$ cat config.mk
export PLATFORM = sky130hd
export DESIGN_NAME = axil_reg_resp
export DESIGN_NICKNAME = d
export VERILOG_FILES = /design/src/rtl/axil_reg_pkg.sv /design/src/rtl/axil_reg_resp.sv
export SDC_FILE = /design/constraint.sdc
export NUM_CORES = 1
export LEC_CHECK = 0
export ABC_AREA = 1
export ABC_CLOCK_PERIOD_IN_PS = 3000
export CORE_UTILIZATION = 54
export DETAILED_ROUTE_END_ITERATION = 8
export PLACE_DENSITY_LB_ADDON = 0.15
export SLEW_MARGIN = 10
export SYNTH_ARGS = -nofsm -noshare
export SYNTH_HDL_FRONTEND = slang
export SYNTH_SLANG_ARGS = --single-unit
$ cat constraint.sdc
create_clock -name aclk -period 3 [get_ports aclk]
set_input_delay 0.6 -clock aclk [delete_from_list [all_inputs] [get_ports aclk]]
set_output_delay 0.6 -clock aclk [all_outputs]
set_load 0.02 [all_outputs]
$ cat src/rtl/axil_reg_pkg.sv
// axil_reg_pkg: shared types, response codes and sizing helper for the AXI4-Lite register block
package axil_reg_pkg;
  typedef enum logic [1:0] {W_IDLE, W_COLLECT, W_RESP} wstate_t;
  localparam logic [1:0] RESP_OKAY = 2'b00;
  localparam logic [1:0] RESP_DECERR = 2'b11;
  function automatic int idx_width(input int n);
    return n < 2 ? 1 : $clog2(n);
  endfunction
endpackage

$ cat src/rtl/axil_reg_resp.sv
// axil_reg_resp: AXI4-Lite slave exposing N_REGS 32-bit byte-writable registers
module axil_reg_resp
  import axil_reg_pkg::*;
#(
  parameter int N_REGS = 8,
  parameter int AW = 40
) (
  input  logic                     aclk,
  input  logic                     aresetn,
  input  logic                     s_axi_awvalid,
  input  logic [AW-1:0]            s_axi_awaddr,
  input  logic [2:0]               s_axi_awprot,
  output logic                     s_axi_awready,
  input  logic                     s_axi_wvalid,
  input  logic [31:0]              s_axi_wdata,
  input  logic [3:0]               s_axi_wstrb,
  output logic                     s_axi_wready,
  output logic                     s_axi_bvalid,
  output logic [1:0]               s_axi_bresp,
  input  logic                     s_axi_bready,
  input  logic                     s_axi_arvalid,
  input  logic [AW-1:0]            s_axi_araddr,
  input  logic [2:0]               s_axi_arprot,
  output logic                     s_axi_arready,
  output logic                     s_axi_rvalid,
  output logic [31:0]              s_axi_rdata,
  output logic [1:0]               s_axi_rresp,
  input  logic                     s_axi_rready,
  output logic [N_REGS*32-1:0]     regs_o,
  output logic [N_REGS-1:0]        wr_pulse_o
);
  localparam int IW = idx_width(N_REGS);
  wstate_t state;
  logic aw_held, w_held, w_ok, r_ok, unused;
  logic [AW-3:0] awaddr_q;
  logic [31:0] wdata_q, rd_val;
  logic [3:0] wstrb_q;
  logic [N_REGS-1:0][31:0] regs;
  // word address is in range only if the index fits and nothing above it is set
  function automatic logic in_rng(input logic [AW-3:0] w);
    return ((w >> IW) == '0) && (32'(w[IW-1:0]) < 32'(N_REGS));
  endfunction
  assign unused = ^{s_axi_awprot, s_axi_arprot, s_axi_awaddr[1:0], s_axi_araddr[1:0]};
  assign regs_o = regs;
  assign s_axi_awready = state != W_RESP && !aw_held;
  assign s_axi_wready = state != W_RESP && !w_held;
  assign s_axi_arready = !s_axi_rvalid;
  assign w_ok = in_rng(awaddr_q);
  assign r_ok = in_rng(s_axi_araddr[AW-1:2]);
  always_comb begin
    rd_val = '0;
    for (int i = 0; i < N_REGS; i++)
      if (s_axi_araddr[IW+1:2] == IW'(i)) rd_val = regs[i];
  end
  always_ff @(posedge aclk or negedge aresetn) begin
    if (!aresetn) begin
      state <= W_IDLE;
      aw_held <= 1'b0;
      w_held <= 1'b0;
      awaddr_q <= '0;
      wdata_q <= '0;
      wstrb_q <= '0;
      regs <= '0;
      wr_pulse_o <= '0;
      s_axi_bvalid <= 1'b0;
      s_axi_bresp <= RESP_OKAY;
    end else begin
      wr_pulse_o <= '0;
      case (state)
        W_IDLE, W_COLLECT: begin
          if (aw_held && w_held) begin
            for (int i = 0; i < N_REGS; i++)
              if (w_ok && awaddr_q[IW-1:0] == IW'(i)) begin
                for (int b = 0; b < 4; b++)
                  if (wstrb_q[b]) regs[i][8*b+:8] <= wdata_q[8*b+:8];
                wr_pulse_o[i] <= 1'b1;
              end
            s_axi_bvalid <= 1'b1;
            s_axi_bresp <= w_ok ? RESP_OKAY : RESP_DECERR;
            state <= W_RESP;
          end else begin
            if (s_axi_awvalid && s_axi_awready) begin
              aw_held <= 1'b1;
              awaddr_q <= s_axi_awaddr[AW-1:2];
            end
            if (s_axi_wvalid && s_axi_wready) begin
              w_held <= 1'b1;
              wdata_q <= s_axi_wdata;
              wstrb_q <= s_axi_wstrb;
            end
            state <= (aw_held || w_held || s_axi_awvalid || s_axi_wvalid) ? W_COLLECT : W_IDLE;
          end
        end
        W_RESP: if (s_axi_bready) begin
          s_axi_bvalid <= 1'b0;
          aw_held <= 1'b0;
          w_held <= 1'b0;
          state <= W_IDLE;
        end
        default: state <= W_IDLE;
      endcase
    end
  end
  // the read samples regs before any same-edge commit lands, giving the pre-write value
  always_ff @(posedge aclk or negedge aresetn) begin
    if (!aresetn) begin
      s_axi_rvalid <= 1'b0;
      s_axi_rdata <= '0;
      s_axi_rresp <= RESP_OKAY;
    end else if (s_axi_arvalid && s_axi_arready) begin
      s_axi_rvalid <= 1'b1;
      s_axi_rdata <= r_ok ? rd_val : '0;
      s_axi_rresp <= r_ok ? RESP_OKAY : RESP_DECERR;
    end else if (s_axi_rready) s_axi_rvalid <= 1'b0;
  end
endmodule

* After elaboration in Yosys (flattened, before gate mapping)
Cells that the tools add are included.
Widths: inputs -> output; s select.
** Storage, ports and cells
- Bits in registers :: 380
- Output and inout bits :: 305
** Cells by class
- Equal/unequal tests :: 22
- Multiplexer cells :: 36
- Bitwise gates (word level) :: 1
- Reductions and logical operators :: 66
** Operators by type and width (number)
- $mux 32 :: 9
- $reduce_and 4->1 :: 34
- $logic_not 38->1 :: 2
- $eq 3x3->1 const B :: 8
- $mux 1 :: 17
- $mux 8 :: 2
- $logic_and 1x1->1 :: 14
- $eq 3x2->1 const B :: 4
- $ne 2x2->1 const B :: 6
- $reduce_and 3->1 :: 3
- $mux 2 :: 4
- $eq 3x1->1 const B :: 2
- $logic_not 3->1 :: 2
- $pmux 1 s2 :: 3
- $pmux 2 s2 :: 1
- $reduce_bool 2->1 :: 2
- $logic_not 1->1 :: 3
- $logic_or 1x1->1 :: 3
- $eq 2x1->1 const B :: 1
- $eq 2x2->1 const B :: 1
- $logic_not 2->1 :: 1
- $reduce_and 2->1 :: 1
- $reduce_or 2->1 :: 1
- $not 1->1 :: 1

* Longest topological paths before layout
Gate-level depths: netlist of the first run.
- Word-level depth :: 10
- Mapped depth :: 12
- Mapped depth without buffers :: 10

* Least setup slack after synthesis of the first run
OpenSTA, ideal clock, no wires.
- Kind :: in2reg
- Start :: in s_axi_araddr[4]
- End :: reg s_axi_rdata[10]
- Library setup time :: 0.117 ns
- Arrival time :: 1.767 ns
- Data required time :: 2.883 ns
- Setup slack :: 1.116 ns
- Cell stages on the path :: 12
- Path buffers :: 3
- Cell sequence :: buf_2 inv_2 buf_4 nand3_2 inv_1 buf_2 nand2_1 nand3_1 nor2_1 nand4_1 nand2_1 nand2_1
** Between the ends
- Cells in the longest elaborated chain, start to end :: 10
- Elaborated cells between the ends (all ways) :: 17
- Classes of those cells :: eq/ne (7); mux (9); reduce/logical (1)
** RTL lines
- start, declared :: line axil_reg_resp.sv:22 : input logic [AW-1:0] s_axi_araddr,
- $logic_not 3->1 :: line axil_reg_resp.sv:53 : if (s_axi_araddr[IW+1:2] == IW'(i)) rd_val = regs[i];
- $mux 32 (7 in a row) :: line axil_reg_resp.sv:53
- $mux 32 * :: line axil_reg_resp.sv:53
- $mux 32 * :: line axil_reg_resp.sv:112 : s_axi_rdata <= r_ok ? rd_val : '0;
- end signal, assigned :: line axil_reg_resp.sv:112
- end, declared :: line axil_reg_resp.sv:26 : output logic [31:0] s_axi_rdata,
Every way passes the cells marked *; elsewhere a longest branch is shown, timed or not.
A chain may end at the register's enable or synchronous reset.

* Final worst setup path of the first run
- Start :: reg state[1]
- End :: out s_axi_wready
** Between the ends
- Cells in the longest elaborated chain, start to end :: 2
** RTL lines
- start, declared :: line axil_reg_resp.sv:33 : wstate_t state;
- start signal, assigned :: line axil_reg_resp.sv:91 : state <= (aw_held || w_held || s_axi_awvalid || s_axi_wvalid) ? W_COLLECT : W_IDLE;
- $ne 2x2->1 :: line axil_reg_resp.sv:46 : assign s_axi_wready = state != W_RESP && !w_held;
- $logic_and 1x1->1 :: line axil_reg_resp.sv:46
- end, declared :: line axil_reg_resp.sv:17 : output logic s_axi_wready,
Every way passes these cells.

==> tab_implementation.tex, run 1 <==
\begin{tabular}{lr}
\hline
Metric & Value \\
\hline
\multicolumn{2}{l}{\textbf{Timing}} \\
Worst max-slew margin expressed relative to the limit & 0.196 \\
Final critical-path required period & about 2.6 ns \\
Transition time at the pin with the least slew margin & approximately 1.2 ns \\
Slack of the critical path & 0.388 ns \\
Setup Viol. Count Final & 0 \\
Worst hold-check slack & 0.0317 ns \\
Final hold viol count & 0 \\
Sum Neg Setup Slack & 0 ns \\
Total count of max-transition violations in the final report & 0 \\
Setup skew after layout & 0.0166 ns \\
Highest clock rate & 0.383 GHz \\
Setup repair after global routing missed its margin & false \\
Final clock period utilization by the worst path & 0.871 \\
\multicolumn{2}{l}{\textbf{Clock network}} \\
Clock Path Buffers & 3 \\
Number of CTS-inserted buffers & 41 \\
H-Tree Depth & 2 \\
Clock tree from TritonCTS & built \\
Clock latency of the later-clocked register in the worst-skew pair & 0.54 ns \\
Total of hold buffers inserted after clock tree synthesis & 0 \\
Total number of clock tree sinks & 378 \\
Clock transition at the registers of the reported paths & 0.06 ns \\
Buffer count from post-CTS setup fixing & 0 \\
PostCTS Resize Cnt & 0 \\
Clock tree root driver cell & sky130\_fd\_sc\_hd\_\_clkbuf\_16 \\
\multicolumn{2}{l}{\textbf{Synth}} \\
Sequential element share of the synthesized area & 0.532 \\
Post-Synthesis Net Count & approximately 2400 \\
Portion of synthesized cell area occupied by the leading cell type & 0.532 \\
Total of warnings raised by yosys & 0 \\
Main synth FF type & sky130\_fd\_sc\_hd\_\_dfrtp\_1 \\
Count of unique library cells instantiated by Yosys & 23 \\
Netlist area before placement & $\sim$18000 um2 \\
Synthesized area per cell & 7.90 um2 \\
Leading cell types by count after synthesis & sky130\_fd\_sc\_hd\_\_nand2\_1 (940), sky130\_fd\_sc\_hd\_\_dfrtp\_1 (378), sky130\_fd\_sc\_hd\_\_nand4\_1 (326), sky130\_fd\_sc\_hd\_\_nor2\_1 (158), sky130\_fd\_sc\_hd\_\_clkbuf\_1 (111) \\
Count of flip-flops with a built-in enable after synthesis & 0 \\
Cell count after synthesis & 2253 \\
Most numerous cell in the Yosys netlist & sky130\_fd\_sc\_hd\_\_nand2\_1 \\
Fraction of registers with async set/reset & 1.00 \\
Synthesis-stage register bit count & 378 \\
Largest area contributor in the netlist & sky130\_fd\_sc\_hd\_\_dfrtp\_1 \\
Cell types occupying the most area after synthesis & sky130\_fd\_sc\_hd\_\_dfrtp\_1 (53\%), sky130\_fd\_sc\_hd\_\_nand2\_1 (20\%), sky130\_fd\_sc\_hd\_\_nand4\_1 (11\%) \\
\multicolumn{2}{l}{\textbf{Worst setup path}} \\
Count of buffer and inverter cells on the critical path & 2 \\
Category of the most critical setup path & reg -> out \\
Cell chain of the critical path & inv\_2 > nor2\_2 > nor2\_1 > clkdlybuf4s50\_1 \\
Kind of cell adding the most delay to the critical path & buffers and inverters \\
Worst path arrival time & $\sim$2 ns \\
Origin of the critical flop-to-flop path & awaddr\_q[10] \\
Reg-to-reg endpoint & regs\_o[10] \\
Slowest cell on crit path & sky130\_fd\_sc\_hd\_\_clkdlybuf4s50\_1 \\
Setup slack, reg-to-reg & 0.62 ns \\
CP Max Fanout & 5 \\
Data required, critical path & 2.40 ns \\
CP Launch Type & flop \\
Slowest stage delay, CP & 0.66 ns \\
Endpoint kind of the worst setup timing path & output pin \\
Number of cell instances on the worst register-to-register path & 9 \\
\multicolumn{2}{l}{\textbf{Route}} \\
Total wire length & 62300 um \\
Wirelength per Cell & 20.5 um \\
First drt pass iteration count & 5 \\
DRC violations left & 0 \\
Number of DRC violations after detailed-routing iteration 0 & 2149 \\
Vias & 17900 \\
Antenna Nets Post-Route & 0 \\
Number of vias per cell after detailed routing & between 5 and 6 \\
\multicolumn{2}{l}{\textbf{Place}} \\
RD Place Congestion & 0.951 \\
Half-perimeter wire length of the detailed placement result & approximately 44000 um \\
Total placed cells including tap cells & 2979 \\
Area after DPL & between 20000 and 25000 um2 \\
Pre-CTS worst setup slack & 0.147 ns \\
Port Buffer Count & 423 \\
\multicolumn{2}{l}{\textbf{Power and ir drop}} \\
Maximum ir drop on the vdd rail & 940 uV \\
Cell Pwr Density & 629 nW/um2 \\
Static leakage power & $\sim$12 nW \\
\multicolumn{2}{l}{\textbf{Floorplan}} \\
Floorplan row count & 66 \\
Chip Height & 184 um \\
Std-Cell Core Area & between 30000 and 40000 um2 \\
Effective utilization at floorplan & 0.548 \\
Width of the chip & 184 um \\
Number of primary I/O pins & 434 \\
Total die area & 33700 um2 \\
\multicolumn{2}{l}{\textbf{Global routing}} \\
First-pass GRT wire length & between 90000 and 100000 um \\
Vias in the first global route & around 17000 \\
Aggregate global-route resource usage & 0.369 \\
Pin count of the biggest net entering global routing & 130 \\
Total gr overflow & 0 \\
Antenna violations before repair & 1 \\
\multicolumn{2}{l}{\textbf{Min path}} \\
Hold Path Class & in -> async \\
\multicolumn{2}{l}{\textbf{Flow run}} \\
Max-cap violations & 0 \\
\multicolumn{2}{l}{\textbf{Final layout}} \\
Area of all placed cells without fillers & 23600 um2 \\
Antenna cell count & 0 \\
Non-filler instance count after layout & roughly 3000 \\
Count of nets after finishing & 2709 \\
Relative area change from synthesis to final layout & 32.9\% \\
Fraction of final layout cells with drive strength greater than 1 & 0.0526 \\
\multicolumn{2}{l}{\textbf{Status}} \\
Outcome & complete, no violations \\
\hline
\end{tabular}
## flip-flops by register name, indices dropped and copies added, names as in the netlist, 2 cells and up
name         cells
awaddr_q        38
wr_pulse_o       8
regs_o         256
s_axi_rdata     32
wstrb_q          4
state            2
wdata_q         32
## cells in the final DEF (no fill, tap or decap), types with 8 or more instances in the layout
cell / count
sky130_fd_sc_hd__nand4_1: 326
sky130_fd_sc_hd__nand3_1: 104
sky130_fd_sc_hd__nand2_1: 940
sky130_fd_sc_hd__clkdlybuf4s50_1: 422
sky130_fd_sc_hd__dfrtp_1: 374
sky130_fd_sc_hd__clkbuf_1: 11
sky130_fd_sc_hd__clkbuf_8: 8
sky130_fd_sc_hd__a21oi_1: 37
sky130_fd_sc_hd__nor2_1: 157
sky130_fd_sc_hd__nor3_1: 35
sky130_fd_sc_hd__buf_12: 16
sky130_fd_sc_hd__buf_4: 29
sky130_fd_sc_hd__inv_1: 54
sky130_fd_sc_hd__clkbuf_16: 41
## worst max path at each step
stage	start	to	slack [ns]	cells past startpoint
after CTS	state[1]	s_axi_wready	0.40	4
after floorplan	s_axi_araddr[4]	s_axi_rdata[10]	1.12	12
after global placement	s_axi_araddr[2]	s_axi_rdata[12]	0.21	11
after detailed placement	s_axi_araddr[2]	s_axi_rdata[24]	0.15	11
final	state[1]	s_axi_wready	0.39	4
after global routing	state[1]	s_axi_wready	0.33	4
## worst reg2reg max path, cell delays in order, from the launching register on
cell and delay [ns]:
sky130_fd_sc_hd__dfrtp_1 0.38, sky130_fd_sc_hd__nor2_1 0.10, sky130_fd_sc_hd__nand2_1 0.07, sky130_fd_sc_hd__nor2_1 0.15
sky130_fd_sc_hd__nand3_1 0.23, sky130_fd_sc_hd__nor2_4 0.42, sky130_fd_sc_hd__buf_12 0.26, sky130_fd_sc_hd__nand4_1 0.38
sky130_fd_sc_hd__nand2_1 0.20, sky130_fd_sc_hd__nand2_1 0.08
## cells by family (layout without fill, tap and decap cells)
| family | count (synthesis) | in the layout | synth area share |
|---|---|---|---|
| simple gates | 1586 | 1586 | 0.395 |
| flops | 378 | 378 | 0.532 |
| buf+inv | 246 | 598 | 0.0601 |
| compound gates | 43 | 43 | 0.0127 |
## area by class of cell
type	instances	area (um2)
well taps	442	553
flip-flops and latches	378	9460
inverters	62	233
fillers	2519	8820
clock inverters	8	92.6
repair buffers	468	4780
multi-input cells	1629	7340
clock buffers	60	1180
## metal layers
| layer | global-route usage | part of all wire | up-vias |
|---|---|---|---|
| met1 | 0.519 | 0.39 | 8486 |
| met4 | 0.137 | 0.041 | 2 |
| met3 | 0.105 | 0.13 | 130 |
| met2 | 0.541 | 0.44 | 1190 |
| met5 | 0 | 0.00021 | - |
| li1 | - | - | 8131 |
## metrics by stage
stage | total power [mW] | utilization
floorplan | 8.62 | -
global placement | 9.78 | 0.689
detailed placement | 9.92 | 0.689
CTS | 14.8 | 0.728
global route | 15.5 | 0.728
finish | 14.9 | 0.728
## power by group
part | leakage [nW] | total [mW] | internal [mW] | switching [mW]
Clock | 0.624 | 4.88 | 2.87 | 2.01
Combinational | 5.76 | 3.09 | 0.915 | 2.18
Sequential | 5.13 | 6.90 | 5.62 | 1.28
No activity file was read; power rests on OpenSTA's default activity.
==> run 2, diff against run 1 <==
--- a/config.mk
+++ b/config.mk
@@ -8,9 +8,11 @@
 export ABC_AREA = 1
 export ABC_CLOCK_PERIOD_IN_PS = 3000
 export CORE_UTILIZATION = 54
+export CTS_CLUSTER_SIZE = 10
 export DETAILED_ROUTE_END_ITERATION = 8
 export PLACE_DENSITY_LB_ADDON = 0.15
 export SLEW_MARGIN = 10
 export SYNTH_ARGS = -nofsm -noshare
 export SYNTH_HDL_FRONTEND = slang
 export SYNTH_SLANG_ARGS = --single-unit
+export TNS_END_PERCENT = 1
==> run 2 against run 1 <==
Sequential share of layout area grew 0.17 points; sequential power barely moved; worst setup slack improved by 0.048 ns; first-iteration DRC count down 4.8%; combinational power hardly changed; wire length rose by 0.40%; die area unchanged; critical endpoint unchanged; largest power group unchanged; highest routed layer unchanged.
==> tab_implementation.tex, run 2 (same netlist as run 1, synthesis figures left out) <==
\begin{tabular}{lr}
\hline
Metric & Value \\
\hline
\multicolumn{2}{l}{\textbf{Clock network}} \\
Clock tree from TritonCTS & built \\
Total number of clock tree sinks & 378 (unchanged) \\
Total of hold buffers inserted after clock tree synthesis & 0 (unchanged) \\
Clock tree root driver cell & sky130\_fd\_sc\_hd\_\_clkbuf\_16 \\
Clock transition at the registers of the reported paths & 0.05 ns (about the same) \\
Clock latency of the later-clocked register in the worst-skew pair & 0.54 ns (about the same) \\
Clock Path Buffers & 3 (unchanged) \\
Buffer count from post-CTS setup fixing & 0 (unchanged) \\
H-Tree Depth & 2 (unchanged) \\
Number of CTS-inserted buffers & 44 (+7.3\%) \\
PostCTS Resize Cnt & 0 (unchanged) \\
\multicolumn{2}{l}{\textbf{Route}} \\
Antenna Nets Post-Route & 0 (unchanged) \\
Vias & 18000 (+0.12\%) \\
First drt pass iteration count & 5 (unchanged) \\
Uppermost metal layer occupied by signal nets & met5 \\
Met2 Wirelength & 27200 um (-0.15\%) \\
Number of DRC violations after detailed-routing iteration 0 & 2046 (-4.8\%) \\
Number of vias per cell after detailed routing & 5.92 (+0.51\%) \\
DRC violations left & 0 (unchanged) \\
Total wire length & 62600 um (+0.40\%) \\
Wirelength per Cell & 20.6 um (+0.80\%) \\
Met3 WL & 7910 um (-4.0\%) \\
Wl on met1 & 24700 um (+1.8\%) \\
\multicolumn{2}{l}{\textbf{Floorplan}} \\
Number of primary I/O pins & 434 (unchanged) \\
Floorplan row count & 66 (unchanged) \\
Total die area & 33700 um2 (unchanged) \\
Effective utilization at floorplan & 0.548 (unchanged) \\
Std-Cell Core Area & 32500 um2 (unchanged) \\
Chip Height & 184 um (unchanged) \\
Width of the chip & 184 um (unchanged) \\
\multicolumn{2}{l}{\textbf{Worst setup path}} \\
Data required, critical path & 2.40 ns (about the same) \\
CP Launch Type & flop \\
Category of the most critical setup path & reg -> out \\
CP Max Fanout & 5 (unchanged) \\
Worst path arrival time & 1.96 ns (-0.05 ns) \\
Endpoint kind of the worst setup timing path & output pin \\
Number of cell instances on the worst register-to-register path & 9 (unchanged) \\
\multicolumn{2}{l}{\textbf{Place}} \\
Total placed cells including tap cells & 2979 (unchanged) \\
Half-perimeter wire length of the detailed placement result & 43600 um (unchanged) \\
Pre-CTS worst setup slack & 0.147 ns (unchanged) \\
Area after DPL & 22400 um2 (unchanged) \\
RD Place Congestion & 0.951 (unchanged) \\
Port Buffer Count & 423 (unchanged) \\
\multicolumn{2}{l}{\textbf{Final layout}} \\
Area of all placed cells without fillers & 23500 um2 (-0.42\%) \\
Relative area change from synthesis to final layout & 32.3\% \\
Post-Route Utilization & 0.725 (-0.00304) \\
Multi-input gate area & 7340 um2 (unchanged) \\
Fraction of final layout cells with drive strength greater than 1 & 0.0490 (-0.00358) \\
Most common cell after layout, fill and taps aside & sky130\_fd\_sc\_hd\_\_nand2\_1 \\
Most frequent cells in the layout & sky130\_fd\_sc\_hd\_\_nand2\_1 (940), sky130\_fd\_sc\_hd\_\_clkdlybuf4s50\_1 (422), sky130\_fd\_sc\_hd\_\_dfrtp\_1 (374) \\
Non-filler instance count after layout & 3035 (-0.39\%) \\
Count of nets after finishing & 2712 (+0.11\%) \\
Max FFs per register & 256 (unchanged) \\
Fill cells & 2521 (+0.079\%) \\
FF/Latch Area & 9460 um2 (unchanged) \\
\multicolumn{2}{l}{\textbf{Global routing}} \\
Total gr overflow & 0 (unchanged) \\
Vias in the first global route & 16600 (unchanged) \\
First-pass GRT wire length & 96100 um (+0.17\%) \\
Pin count of the biggest net entering global routing & 130 (unchanged) \\
Antenna violations before repair & 3 (+2) \\
Aggregate global-route resource usage & 0.370 (+0.000963) \\
\multicolumn{2}{l}{\textbf{Timing}} \\
Final clock period utilization by the worst path & 0.855 (-0.0161) \\
Highest clock rate & 0.390 GHz (+1.9\%) \\
Final critical-path required period & 2.56 ns (-0.0484 ns) \\
Final hold viol count & 0 (unchanged) \\
Worst hold-check slack & 0.0298 ns (-0.00188 ns) \\
Setup Viol. Count Final & 0 (unchanged) \\
Total count of max-transition violations in the final report & 0 (unchanged) \\
Setup repair after global routing missed its margin & false \\
Worst max-slew margin expressed relative to the limit & 0.195 (-0.000396) \\
Sum Neg Setup Slack & 0 ns (unchanged) \\
Slack of the critical path & 0.436 ns (+0.0484 ns) \\
Setup skew after layout & 0.0147 ns (-0.00188 ns) \\
Transition time at the pin with the least slew margin & 1.20 ns (+0.000592 ns) \\
\multicolumn{2}{l}{\textbf{Power and ir drop}} \\
Maximum ir drop on the vdd rail & 1020 uV (+8.8\%) \\
Post-route total power & 14.6 mW (-1.6\%) \\
Static leakage power & 11.5 nW (-0.46\%) \\
Cell Pwr Density & 622 nW/um2 (-1.2\%) \\
\multicolumn{2}{l}{\textbf{Min path}} \\
Hold Path Class & in -> async \\
\multicolumn{2}{l}{\textbf{Flow run}} \\
Max-cap violations & 0 (unchanged) \\
\multicolumn{2}{l}{\textbf{Status}} \\
Outcome & complete, no violations \\
\hline
\end{tabular}
run 2: metal layers:
layer / vias to the layer above / GRT usage
met1: 8554 / 0.517
met4: 2 / 0.152
met3: 134 / 0.103
li1: 8121 / -
met5: - / 0
met2: 1149 / 0.542
run 2: final timing paths:
path / from / end / slack, ns
setup / recovery: state[1] / s_axi_wready / 0.44
hold / removal: aresetn / s_axi_rdata[26] / 0.03
setup reg to reg: awaddr_q[10] / regs_o[10] / 0.63
hold reg to reg: state[1] / state[0] / 0.45
max in group asynchronous: aresetn / awaddr_q[3] / 2.15
min in group aclk: state[1] / state[0] / 0.45
run 2: final cells by class:
cell class              instances  share of cell area
diodes                          2            0.000213
clock buffers                  52              0.0490
clock inverters                 2            0.000585
inverters                      62             0.00989
multi-input cells            1629               0.312
flip-flops and latches        378               0.402
well taps                     442              0.0235
repair buffers                468               0.203
run 2: report_power, final:
group	switching (mW)	internal, mW
clock network	1.98	2.66
logic	2.18	0.915
registers	1.28	5.63
total	5.43	9.20
run 2: critical path, stage by stage (launching register included):
cell and delay [ns]:
sky130_fd_sc_hd__dfrtp_1 0.38, sky130_fd_sc_hd__inv_2 0.16, sky130_fd_sc_hd__nor2_2 0.08, sky130_fd_sc_hd__nor2_1 0.17, sky130_fd_sc_hd__clkdlybuf4s50_1 0.64
